[config.mk]
export PLATFORM = sky130hd
export DESIGN_NAME = ic74x_down_counter
export DESIGN_NICKNAME = d
export VERILOG_FILES = /design/src/rtl/ic74x_down_counter.sv
export SDC_FILE = /design/constraint.sdc
export NUM_CORES = 1
export LEC_CHECK = 0
export ABC_AREA = 1
export BUFFER_PORTS_ARGS = -buffer_cell sky130_fd_sc_hd__buf_2
export CAP_MARGIN = 20
export CORE_ASPECT_RATIO = 0.9
export CORE_MARGIN = 2
export CORE_UTILIZATION = 30
export CTS_CLUSTER_SIZE = 12
export DETAILED_ROUTE_END_ITERATION = 12
export GPL_ROUTABILITY_DRIVEN = 0
export GPL_TIMING_DRIVEN = 0
export PLACE_DENSITY = 0.49
export SETUP_SLACK_MARGIN = 0.4
export SYNTH_ARGS = -nofsm -noshare
export SYNTH_HDL_FRONTEND = slang
export SYNTH_SLANG_ARGS = --single-unit
[constraint.sdc]
create_clock -name clk -period 1.3 [get_ports clk]
set_input_delay 0.065 -clock clk [delete_from_list [all_inputs] [get_ports clk]]
set_output_delay 0.065 -clock clk [all_outputs]
set_load 0.05 [all_outputs]
[src/rtl/ic74x_down_counter.sv]
// Presettable synchronous binary down counter with 74x163-style enables,
// cascadable borrow output, optional auto-reload and a terminal-count pulse.
module ic74x_down_counter #(
  parameter int unsigned          WIDTH          = 4,
  parameter logic [WIDTH-1:0]     RELOAD_DEFAULT = '0
) (
  input  logic             clk,
  input  logic             clr,
  input  logic             ld_n,
  input  logic             enp,
  input  logic             ent,
  input  logic             auto_rl,
  input  logic [WIDTH-1:0] d,
  output logic [WIDTH-1:0] q,
  output logic             bco,
  output logic             tc_pulse
);

  logic [WIDTH-1:0] rl_reg;
  logic             q_zero;

  assign q_zero = (q == '0);

  always_ff @(posedge clk) begin
    if (clr) begin
      q        <= '0;
      rl_reg   <= RELOAD_DEFAULT;
      tc_pulse <= 1'b0;
    end else if (!ld_n) begin
      q        <= d;
      rl_reg   <= d;
      tc_pulse <= 1'b0;
    end else if (enp && ent) begin
      // The terminal-count step is the only source of tc_pulse; a load of zero is not.
      if (q_zero) begin
        q        <= auto_rl ? rl_reg : '1;
        tc_pulse <= 1'b1;
      end else begin
        q        <= q - 1'b1;
        tc_pulse <= 1'b0;
      end
    end else begin
      tc_pulse <= 1'b0;
    end
  end

  // Combinational like 74x163 rco: ignores enp so stages chain through ent.
  assign bco = ent && q_zero;

endmodule

* Word-level counts from Yosys, hierarchy flattened
Index checks and enable logic that the tools add are counted.
Storage, ports and cells: flip-flop bits (word level) 9, bits of input ports 10, word-level logic and storage cells 16
Cells by class: add/subtract/negate cells 1, eq/ne operators 1, multiplexer cells 5, bitwise logic cells 2, reduce and logical (&&, ||, !) cells 4
Operators with widths (count):
- 4-bit 2-to-1 mux | 4
- 4-bit logical NOT | 1
- 4-bit by 1-bit subtractor with 4-bit output (second input constant) | 1
- 3-bit OR reduction | 1
- 1-bit logical AND | 2
- 2-bit by 1-bit != test with 1-bit output (second input constant) | 1
- 1-bit inverter | 2
- 1-bit 2-to-1 mux | 1

* Longest topological paths before layout
Gate-level depths: netlist of the first run.
word-level depth 4, mapped depth 8, depth with buffers taken out 8

* Least setup slack after synthesis of the first run
OpenSTA, ideal clock, no wires.
path type flip-flop to output port, start point reg q[0], end point out bco, arrival 1755 ps, required time 1235 ps, path slack -520 ps, stages on the path, launching flop included 7, buffers on the path 0, cells stage by stage dfxtp_1 > inv_1 > ha_1 > inv_1 > nor2_2 > nand2_1 > nor2_1
Between the ends: cells in the longest elaborated chain, start to end 2
RTL lines:
- start: declaration | RTL line 14 | output logic [WIDTH-1:0] q,
- start signal: assignment | RTL line 36 | q <= auto_rl ? rl_reg : '1;
- start signal: assignment | RTL line 39 | q <= q - 1'b1;
- 4-bit logical NOT | RTL line 22 | assign q_zero = (q == '0);
- 1-bit logical AND | RTL line 48 | assign bco = ent && q_zero;
- end: declaration | RTL line 15 | output logic bco,
No other way between the ends.

* Worst setup path in the final report of the first run
Ends and elaborated chain as after synthesis.

==> results.ini, run 1 <==
[outcome]
status = finished with violations
violations = negative setup slack

[synth]
ys_types = 14
synth_top_area_share_pct = 37.6
ys_ff_latch = 9
yosysWarnings = 0
synth_area_leaders = dfxtp_1 38%, nand2_1 16%, inv_1 11%, nor2_1 7.0%, nand3_1 6.3%
syn_area_per_cell_um2 = 6.31
syn-num-nets = 87
synth_cells = 76
syn_area_um2 = 479
seq_area_frac_synth_pct = 37.6
synth_largest_area_cell = dfxtp_1

[routing]
totalWireLength_um = 1230
avgRoutedWirePerCell_um = 10.4
vias = 548
drt_pass1_iterations = 4
antenna_left = 0
drc = 0
viasPerCell = 4.64
drt-initial-drc-count = 9

[placement]
portBuffers = 15
post_dp_cell_area_um2 = 616
placed_cells = 106
pre_cts_ws_ns = 0.0447
dpl.hpwl_um = 936

[min_path]
holdCritPathClass = primary input to register
whs_path_depth = 2
min_to = q[3]
min_from = clr

[setup_path]
critical-path-top-delay-family = flip-flops
cp_slowest_cell = dfxtp_4
max_stage_delay_ns = 0.35
start_kind = register
r2r-start = q[1]
reg2regPathDepth = 10
arrival_ns = 1.26
cp_common_cell = nor2_4
r2r_slack_ns = 0.03
path_cells = inv_4 -> ha_4 -> inv_2 -> nor2_4 -> nand2_4 -> nor2_4 -> buf_6
regToRegEndpoint = q[3]
crit_type = register to primary output
crit_fanout = 2
crit_buf_inv = 3
required_ns = 1.24
end_kind = primary output

[floorplanning]
die_area_um2 = 1930
num_io_pins = 16
start_util_pct = 32.7
rows = 13
die_height_um = 41.9
coreArea_um2 = 1460
die_w_um = 46.1

[grt]
grt_max_degree = 8
grt-ovfl-total = 0
grt_pass1_vias = 481
grt_pass1_wl_um = 1970
antenna_found_initial = 0
track_usage_pct = 14.3

[power_and_ir_drop]
power.density_nw_per_um2 = 1050
peakVddDrop_mv = 0.482
leakagePower_nw = 0.363

[sta]
setup_viol = 1
fin_setup_tns_ns = -0.0229
tightest_slew_ns = 0.246
max_freq_mhz = 756
finClkSkew_ns = 0.00394
final_hold_viol_count = 0
min_period_over_period_pct = 102
drv_slew = 0
period_needed_ns = 1.32
fin_ws_ns = -0.0229
max-slew-margin-rel_pct = 83.7
rsz0062_at_grt = true

[clock_tree]
cts_buffers = 3
clkTransAtPathRegs_ns = 0.06
clkLatencyLatePin_ns = 0.26
root_buffer = clkbuf_4
htreeDepth = 1
clock_sinks = 9
cts_hold_buf = 0
tritoncts = done
clk_path_buf_depth = 2

[final_layout]
final_cells = 118
final_area_um2 = 754
drive_above_1_share_pct = 40.8
syn2layout_area_growth_pct = 57.4
final_nets = 115
diodes = 0

[run]
cap_violations = 0

## logic make-up after synthesis
family	synth area share, %
AO/OA/AOI/OAI	14.6
flip-flops	37.6
buffers and inverters	12.5
AND/OR/NAND/NOR	32.6
adder cells (fa/ha/maj)	2.61
## cells in the mapped netlist (all sizes together)
master	n
clkinv	1
inv	15
nand3	6
nor2	11
o21ai	6
dfxtp	9
a21oi	6
nand2	20
ha	1
o22ai	1
## routing by layer
| metal | routed length, µm | track usage [%] |
|---|---|---|
| met2 | 559 | 19.2 |
| met3 | 67 | 2.61 |
| met5 | 0 | 0 |
| met4 | 12 | 8.57 |
| met1 | 593 | 20.5 |
## area by class of cell
cell class	count	area, µm²
multi-input combinational	51	279
sequential	9	190
fill	161	709
tap	15	18.8
timing repair buffer	23	175
clock buffer	4	26.3
inverter	16	65.1
## stage by stage
stage / hold WS [ns] / power, mW / util [%]
floorplan: 0.120 / 0.461 / -
global placement: 0.328 / 0.514 / 42.1
detailed placement: 0.328 / 0.515 / 42.1
CTS: 0.0539 / 0.796 / 50.3
global route: 0.0716 / 0.838 / 51.5
finish: 0.0680 / 0.793 / 51.5
## report_power, final
group | leakage [nW] | internal (mW) | switching (mW) | total, mW
clock network | 0.0150 | 0.118 | 0.0989 | 0.217
registers | 0.0761 | 0.293 | 0.0137 | 0.306
logic | 0.271 | 0.116 | 0.153 | 0.269
total | 0.363 | 0.527 | 0.266 | 0.793
## worst max-delay path by stage
| stage | from | end | slack, ns | cells past startpoint |
|---|---|---|---|---|
| floorplan | q[0] | bco | 0.09 | 6 |
| global placement | q[0] | bco | 0.04 | 7 |
| detailed placement | q[0] | bco | 0.04 | 7 |
| CTS | q[0] | bco | -0.03 | 7 |
| global route | q[0] | bco | -0.08 | 7 |
| finish | q[0] | bco | -0.02 | 7 |
## worst reg2reg max path, cell delays in order, from the launching register on
cell,delay [ns]
dfxtp_4,0.36
inv_4,0.04
ha_4,0.15
inv_2,0.07
nor2_4,0.04
buf_4,0.13
buf_4,0.13
nand2_1,0.06
nand3_1,0.07
nand2_1,0.08
a21oi_2,0.05
## layout by cell type, fill, tap and decap left out
| cell type | instances |
|---|---|
| a21oi_1 | 3 |
| a21oi_2 | 3 |
| buf_2 | 11 |
| buf_4 | 6 |
| buf_6 | 4 |
| buf_8 | 2 |
| clkbuf_1 | 1 |
| clkbuf_4 | 3 |
| clkinv_1 | 1 |
| dfxtp_1 | 5 |
| dfxtp_2 | 2 |
| dfxtp_4 | 2 |
| ha_4 | 1 |
| inv_1 | 11 |
| inv_2 | 2 |
| inv_4 | 2 |
| nand2_1 | 19 |
| nand2_4 | 1 |
| nand3_1 | 6 |
| nor2_1 | 8 |
| nor2_4 | 3 |
| o21ai_0 | 5 |
| o21ai_1 | 1 |
| o22ai_1 | 1 |
## what timing repair did
action,CTS,global route
pin swaps,3,0
setup endpoints to repair,10,10
resized for setup,13,3
buffers inserted,7,1
Power figures use the tool's default switching activity.
==> inputs of run 2 (changes only) <==
Settings changed: PLACE_DENSITY 0.49 to 0.57.
==> results.ini, run 2 (synthesized netlist as in run 1, its figures left out) <==
[power_and_ir_drop]
peakVddDrop_mv = 0.827  ; was 0.482 mV
power_mw = 0.824  ; was 0.793 mW
leakagePower_nw = 0.371  ; was 0.363 nW
power.density_nw_per_um2 = 1040  ; was 1050 nW/µm²

[grt]
antenna_found_initial = 0  ; unchanged
grt_pass1_vias = 484  ; was 481
grt_pass1_wl_um = 2010  ; was 1970 µm
grt-ovfl-total = 0  ; unchanged
grt_max_degree = 8  ; unchanged
track_usage_pct = 14.5  ; was 14.3%

[outcome]
violations = negative setup slack  ; unchanged
status = finished with violations  ; unchanged

[min_path]
whs_path_depth = 2  ; unchanged
holdCritPathClass = primary input to register  ; unchanged
min_to = q[3]  ; unchanged
min_from = clr  ; unchanged

[sta]
min_period_over_period_pct = 104  ; was 102%
setup_viol = 3  ; was 1
hold_ws_ns = 0.0524  ; was 0.0680 ns
max_freq_mhz = 738  ; was 756 MHz
finClkSkew_ns = 0.000646  ; was 0.00394 ns
tightest_slew_ns = 0.248  ; was 0.246 ns
drv_slew = 0  ; unchanged
rsz0062_at_grt = true  ; unchanged
final_hold_viol_count = 0  ; unchanged
fin_ws_ns = -0.0542  ; was -0.0229 ns
period_needed_ns = 1.35  ; was 1.32 ns
max-slew-margin-rel_pct = 83.6  ; was 83.7%

[floorplanning]
die_height_um = 41.9  ; unchanged
coreArea_um2 = 1460  ; unchanged
die_w_um = 46.1  ; unchanged
start_util_pct = 32.7  ; unchanged
num_io_pins = 16  ; unchanged
die_area_um2 = 1930  ; unchanged
rows = 13  ; unchanged

[routing]
totalWireLength_um = 1290  ; was 1230 µm
drt_pass1_iterations = 5  ; was 4
drc = 0  ; unchanged
vias = 544  ; was 548
viasPerCell = 4.57  ; was 4.64
avgRoutedWirePerCell_um = 10.9  ; was 10.4 µm
drt-initial-drc-count = 11  ; was 9
antenna_left = 0  ; unchanged

[setup_path]
crit_type = register to primary output  ; unchanged
startpoint = q[0]  ; unchanged
arrival_ns = 1.29  ; was 1.26 ns
end_kind = primary output  ; unchanged
r2r-start = q[1]  ; unchanged
start_kind = register  ; unchanged
crit_fanout = 2  ; unchanged
required_ns = 1.24  ; about the same
reg2regPathDepth = 11  ; was 10
r2r_slack_ns = -0.05  ; was 0.03 ns
regToRegEndpoint = q[3]  ; unchanged

[clock_tree]
cts_hold_buf = 0  ; unchanged
clkLatencyLatePin_ns = 0.26  ; about the same
tritoncts = done  ; unchanged
htreeDepth = 1  ; unchanged
root_buffer = clkbuf_4  ; unchanged
clk_path_buf_depth = 2  ; unchanged
clkTransAtPathRegs_ns = 0.06  ; about the same
cts_buffers = 3  ; unchanged
clock_sinks = 9  ; unchanged

[final_layout]
drive_above_1_share_pct = 44.2  ; was 40.8%
final_nets = 116  ; was 115
n_fill_cell = 145  ; was 161
fin_util_pct = 53.8  ; was 51.5%
layout_common_cells = 18 x nand2_1, 11 x inv_1, 10 x buf_2  ; was 19 x nand2_1, 11 x inv_1, 11 x buf_2
diodes = 0  ; unchanged
layout_commonest_cell = nand2_1  ; unchanged
syn2layout_area_growth_pct = 64.5  ; was 57.4%

[placement]
portBuffers = 15  ; unchanged
pre_cts_ws_ns = 0.0605  ; was 0.0447 ns
dpl.hpwl_um = 876  ; was 936 µm

[run]
cap_violations = 0  ; unchanged

-- run 2: repair_timing --
item                                    CTS  global route
gates resized for setup                  14            10
endpoints found under the setup margin   10            11
setup buffers                             8             1
pin swaps                                 3             1
-- run 2: layout make-up --
class	count	area, µm²	area share, %
clock buffers	4	26.3	3.33
inverters	16	67.6	8.57
multi-input cells	51	289	36.7
flip-flops and latches	9	190	24.1
well taps	15	18.8	2.38
repair buffers	24	196	24.9
-- run 2: per-layer routing --
layer / global-route usage [%] / up-vias / part of all wire (%)
li1: - / 290 / -
met1: 19.2 / 241 / 49
met2: 20.3 / 11 / 46
met3: 6.52 / 2 / 4.5
met4: 5.14 / 0 / 0.93
met5: 0 / - / 0
-- run 2: how the worst max path moves through the flow --
stage	end	slack (ns)	cells after the start
5_1_grt	bco	-0.12	7
6_report	bco	-0.05	7
3_5_place_dp	bco	0.06	7
4_1_cts	bco	-0.04	7
3_3_place_gp	bco	0.06	7
2_1_floorplan	bco	0.09	6
-- run 2: metrics by stage --
stage	cells	setup TNS (ns)	instance area, µm²
global route	119	-0.370	788
floorplan	76	0	522
global placement	106	0	616
finish	119	-0.102	788
detailed placement	106	0	616
CTS	118	-0.0890	747
-- run 2: power by group --
part           switching [mW]  total (mW)  internal, mW
logic                   0.164       0.298         0.134
registers              0.0141       0.307         0.293
clock network           0.101       0.219         0.118
total                   0.278       0.824         0.546
-- run 2: worst max-delay path: stages (launching register included) --
cell and delay, ns:
dfxtp_4 0.35, inv_4 0.06, ha_4 0.14, inv_4 0.04, nor2_4 0.11, nand2_4 0.08
nor2_4 0.08, buf_6 0.16
==> inputs of run 3 (changes only) <==
Settings changed: CORE_AREA from default to 2 2 39 41, CORE_ASPECT_RATIO 0.9 to default, CORE_MARGIN 2 to default, CORE_UTILIZATION 30 to default, DIE_AREA from default to 0 0 41 43, PLACE_DENSITY 0.57 to 0.63.
==> results.ini, run 3 (synthesized netlist as in run 1, its figures left out) <==
[outcome]
status = finished with violations  ; unchanged
violations = negative setup slack  ; unchanged

[routing]
avgRoutedWirePerCell_um = 10.4  ; was 10.9 µm
drt-initial-drc-count = 12  ; was 11
drc = 0  ; unchanged
viasPerCell = 4.67  ; was 4.57
drt_pass1_iterations = 4  ; was 5
vias = 579  ; was 544
totalWireLength_um = 1290  ; about the same
antenna_left = 0  ; unchanged

[sta]
tightest_slew_ns = 0.186  ; was 0.248 ns
fin_ws_ns = -0.0395  ; was -0.0542 ns
final_hold_viol_count = 0  ; unchanged
finClkSkew_ns = 0.00273  ; was 0.000646 ns
max_freq_mhz = 747  ; was 738 MHz
drv_slew = 0  ; unchanged
max-slew-margin-rel_pct = 87.5  ; was 83.6%
rsz0062_at_grt = true  ; unchanged
setup_viol = 2  ; was 3
period_needed_ns = 1.34  ; was 1.35 ns
min_period_over_period_pct = 103  ; was 104%

[grt]
track_usage_pct = 17.0  ; was 14.5%
grt_pass1_wl_um = 2030  ; was 2010 µm
grt_max_degree = 8  ; unchanged
grt-ovfl-total = 0  ; unchanged
antenna_found_initial = 0  ; unchanged
grt_pass1_vias = 534  ; was 484

[final_layout]
layout_common_cells = 15 x nand2_1, 11 x inv_1, 9 x buf_2, 9 x buf_4, 7 x buf_6  ; was 18 x nand2_1, 11 x inv_1, 10 x buf_2
layout_commonest_cell = nand2_1  ; unchanged
syn2layout_area_growth_pct = 77.8  ; was 64.5%
diodes = 0  ; unchanged
fin_util_pct = 61.6  ; was 53.8%
drive_above_1_share_pct = 50.9  ; was 44.2%
final_nets = 120  ; was 116

[clock_tree]
tritoncts = done  ; unchanged
clkTransAtPathRegs_ns = 0.06  ; about the same
htreeDepth = 1  ; unchanged
cts_hold_buf = 0  ; unchanged
cts_buffers = 3  ; unchanged
clk_path_buf_depth = 2  ; unchanged
root_buffer = clkbuf_4  ; unchanged
clock_sinks = 9  ; unchanged
clkLatencyLatePin_ns = 0.26  ; about the same

[placement]
pre_cts_ws_ns = 0.0648  ; was 0.0605 ns
dpl.hpwl_um = 839  ; was 876 µm
portBuffers = 15  ; unchanged

[setup_path]
crit_fanout = 2  ; unchanged
crit_type = register to primary output  ; unchanged
end_kind = primary output  ; unchanged
required_ns = 1.24  ; about the same
reg2regPathDepth = 11  ; unchanged
start_kind = register  ; unchanged
arrival_ns = 1.27  ; was 1.29 ns

[floorplanning]
die_w_um = 41  ; was 46.1 µm
rows = 14  ; was 13
start_util_pct = 34.6  ; was 32.7%
coreArea_um2 = 1380  ; was 1460 µm²
die_area_um2 = 1760  ; was 1930 µm²
num_io_pins = 16  ; unchanged
die_height_um = 43  ; was 41.9 µm

[run]
cap_violations = 0  ; unchanged

[min_path]
whs_path_depth = 2  ; unchanged
holdCritPathClass = primary input to register  ; unchanged

[power_and_ir_drop]
power.density_nw_per_um2 = 1010  ; was 1040 nW/µm²
leakagePower_nw = 0.399  ; was 0.371 nW
power_mw = 0.860  ; was 0.824 mW
peakVddDrop_mv = 0.548  ; was 0.827 mV

==> run 3: cell types whose count changed in the layout (fill, tap and decap cells not counted), sizes merged <==
cell	delta
buf	+4
==> run 3: path summary, 6_finish.rpt <==
path / startpoint / end / slack (ns)
min reg2reg: rl_reg[0] / rl_reg[0] / 0.47
max reg2reg: q[1] / q[3] / -0.02
min: clr / q[3] / 0.05
max: q[0] / bco / -0.04
==> run 3: per-layer routing <==
layer	vias up	GRT usage, %	wire [µm]
met5	-	0	0
met4	0	16.7	65
met3	7	1.57	39
met2	18	23.4	626
met1	254	21.2	554
li1	300	-	-
==> run 3: through the flow <==
stage	cells	area, µm²	hold slack [ns]	TNS, ns
after floorplan	76	522	0.120	0
after global placement	107	617	0.317	0
after detailed placement	107	617	0.321	0
after CTS	118	736	0.0379	-0.0371
after global routing	124	852	0.0534	-0.271
final	124	852	0.0469	-0.0592
==> run 3: power breakdown <==
| part | internal, mW | switching (mW) | leakage (nW) | total (mW) |
|---|---|---|---|---|
| logic | 0.156 | 0.175 | 0.307 | 0.331 |
| registers | 0.291 | 0.0166 | 0.0768 | 0.308 |
| clock network | 0.119 | 0.103 | 0.0150 | 0.221 |
| total | 0.566 | 0.294 | 0.399 | 0.860 |
==> run 3: area by class of cell <==
class                           instances  area, µm²
Fill cell                             121        532
Tap cell                               16       20.0
Multi-Input combinational cell         51        314
Clock buffer                            4       26.3
Timing Repair Buffer                   28        229
Sequential cell                         9        195
Inverter                               16       67.6
==> run 3: worst max-delay path, cell delays in order, from the launching register on <==
cell,delay (ns)
dfxtp_4,0.35
inv_4,0.06
ha_4,0.14
inv_4,0.04
nor2_4,0.10
nand2_4,0.07
nor2_4,0.08
buf_6,0.16
==> run 3: what timing repair did <==
action                     CTS  global route
buffers inserted             7             6
pin swaps                    5             7
setup endpoints to repair   10            11
hold endpoints to repair     0             0
gates resized for setup     13            22
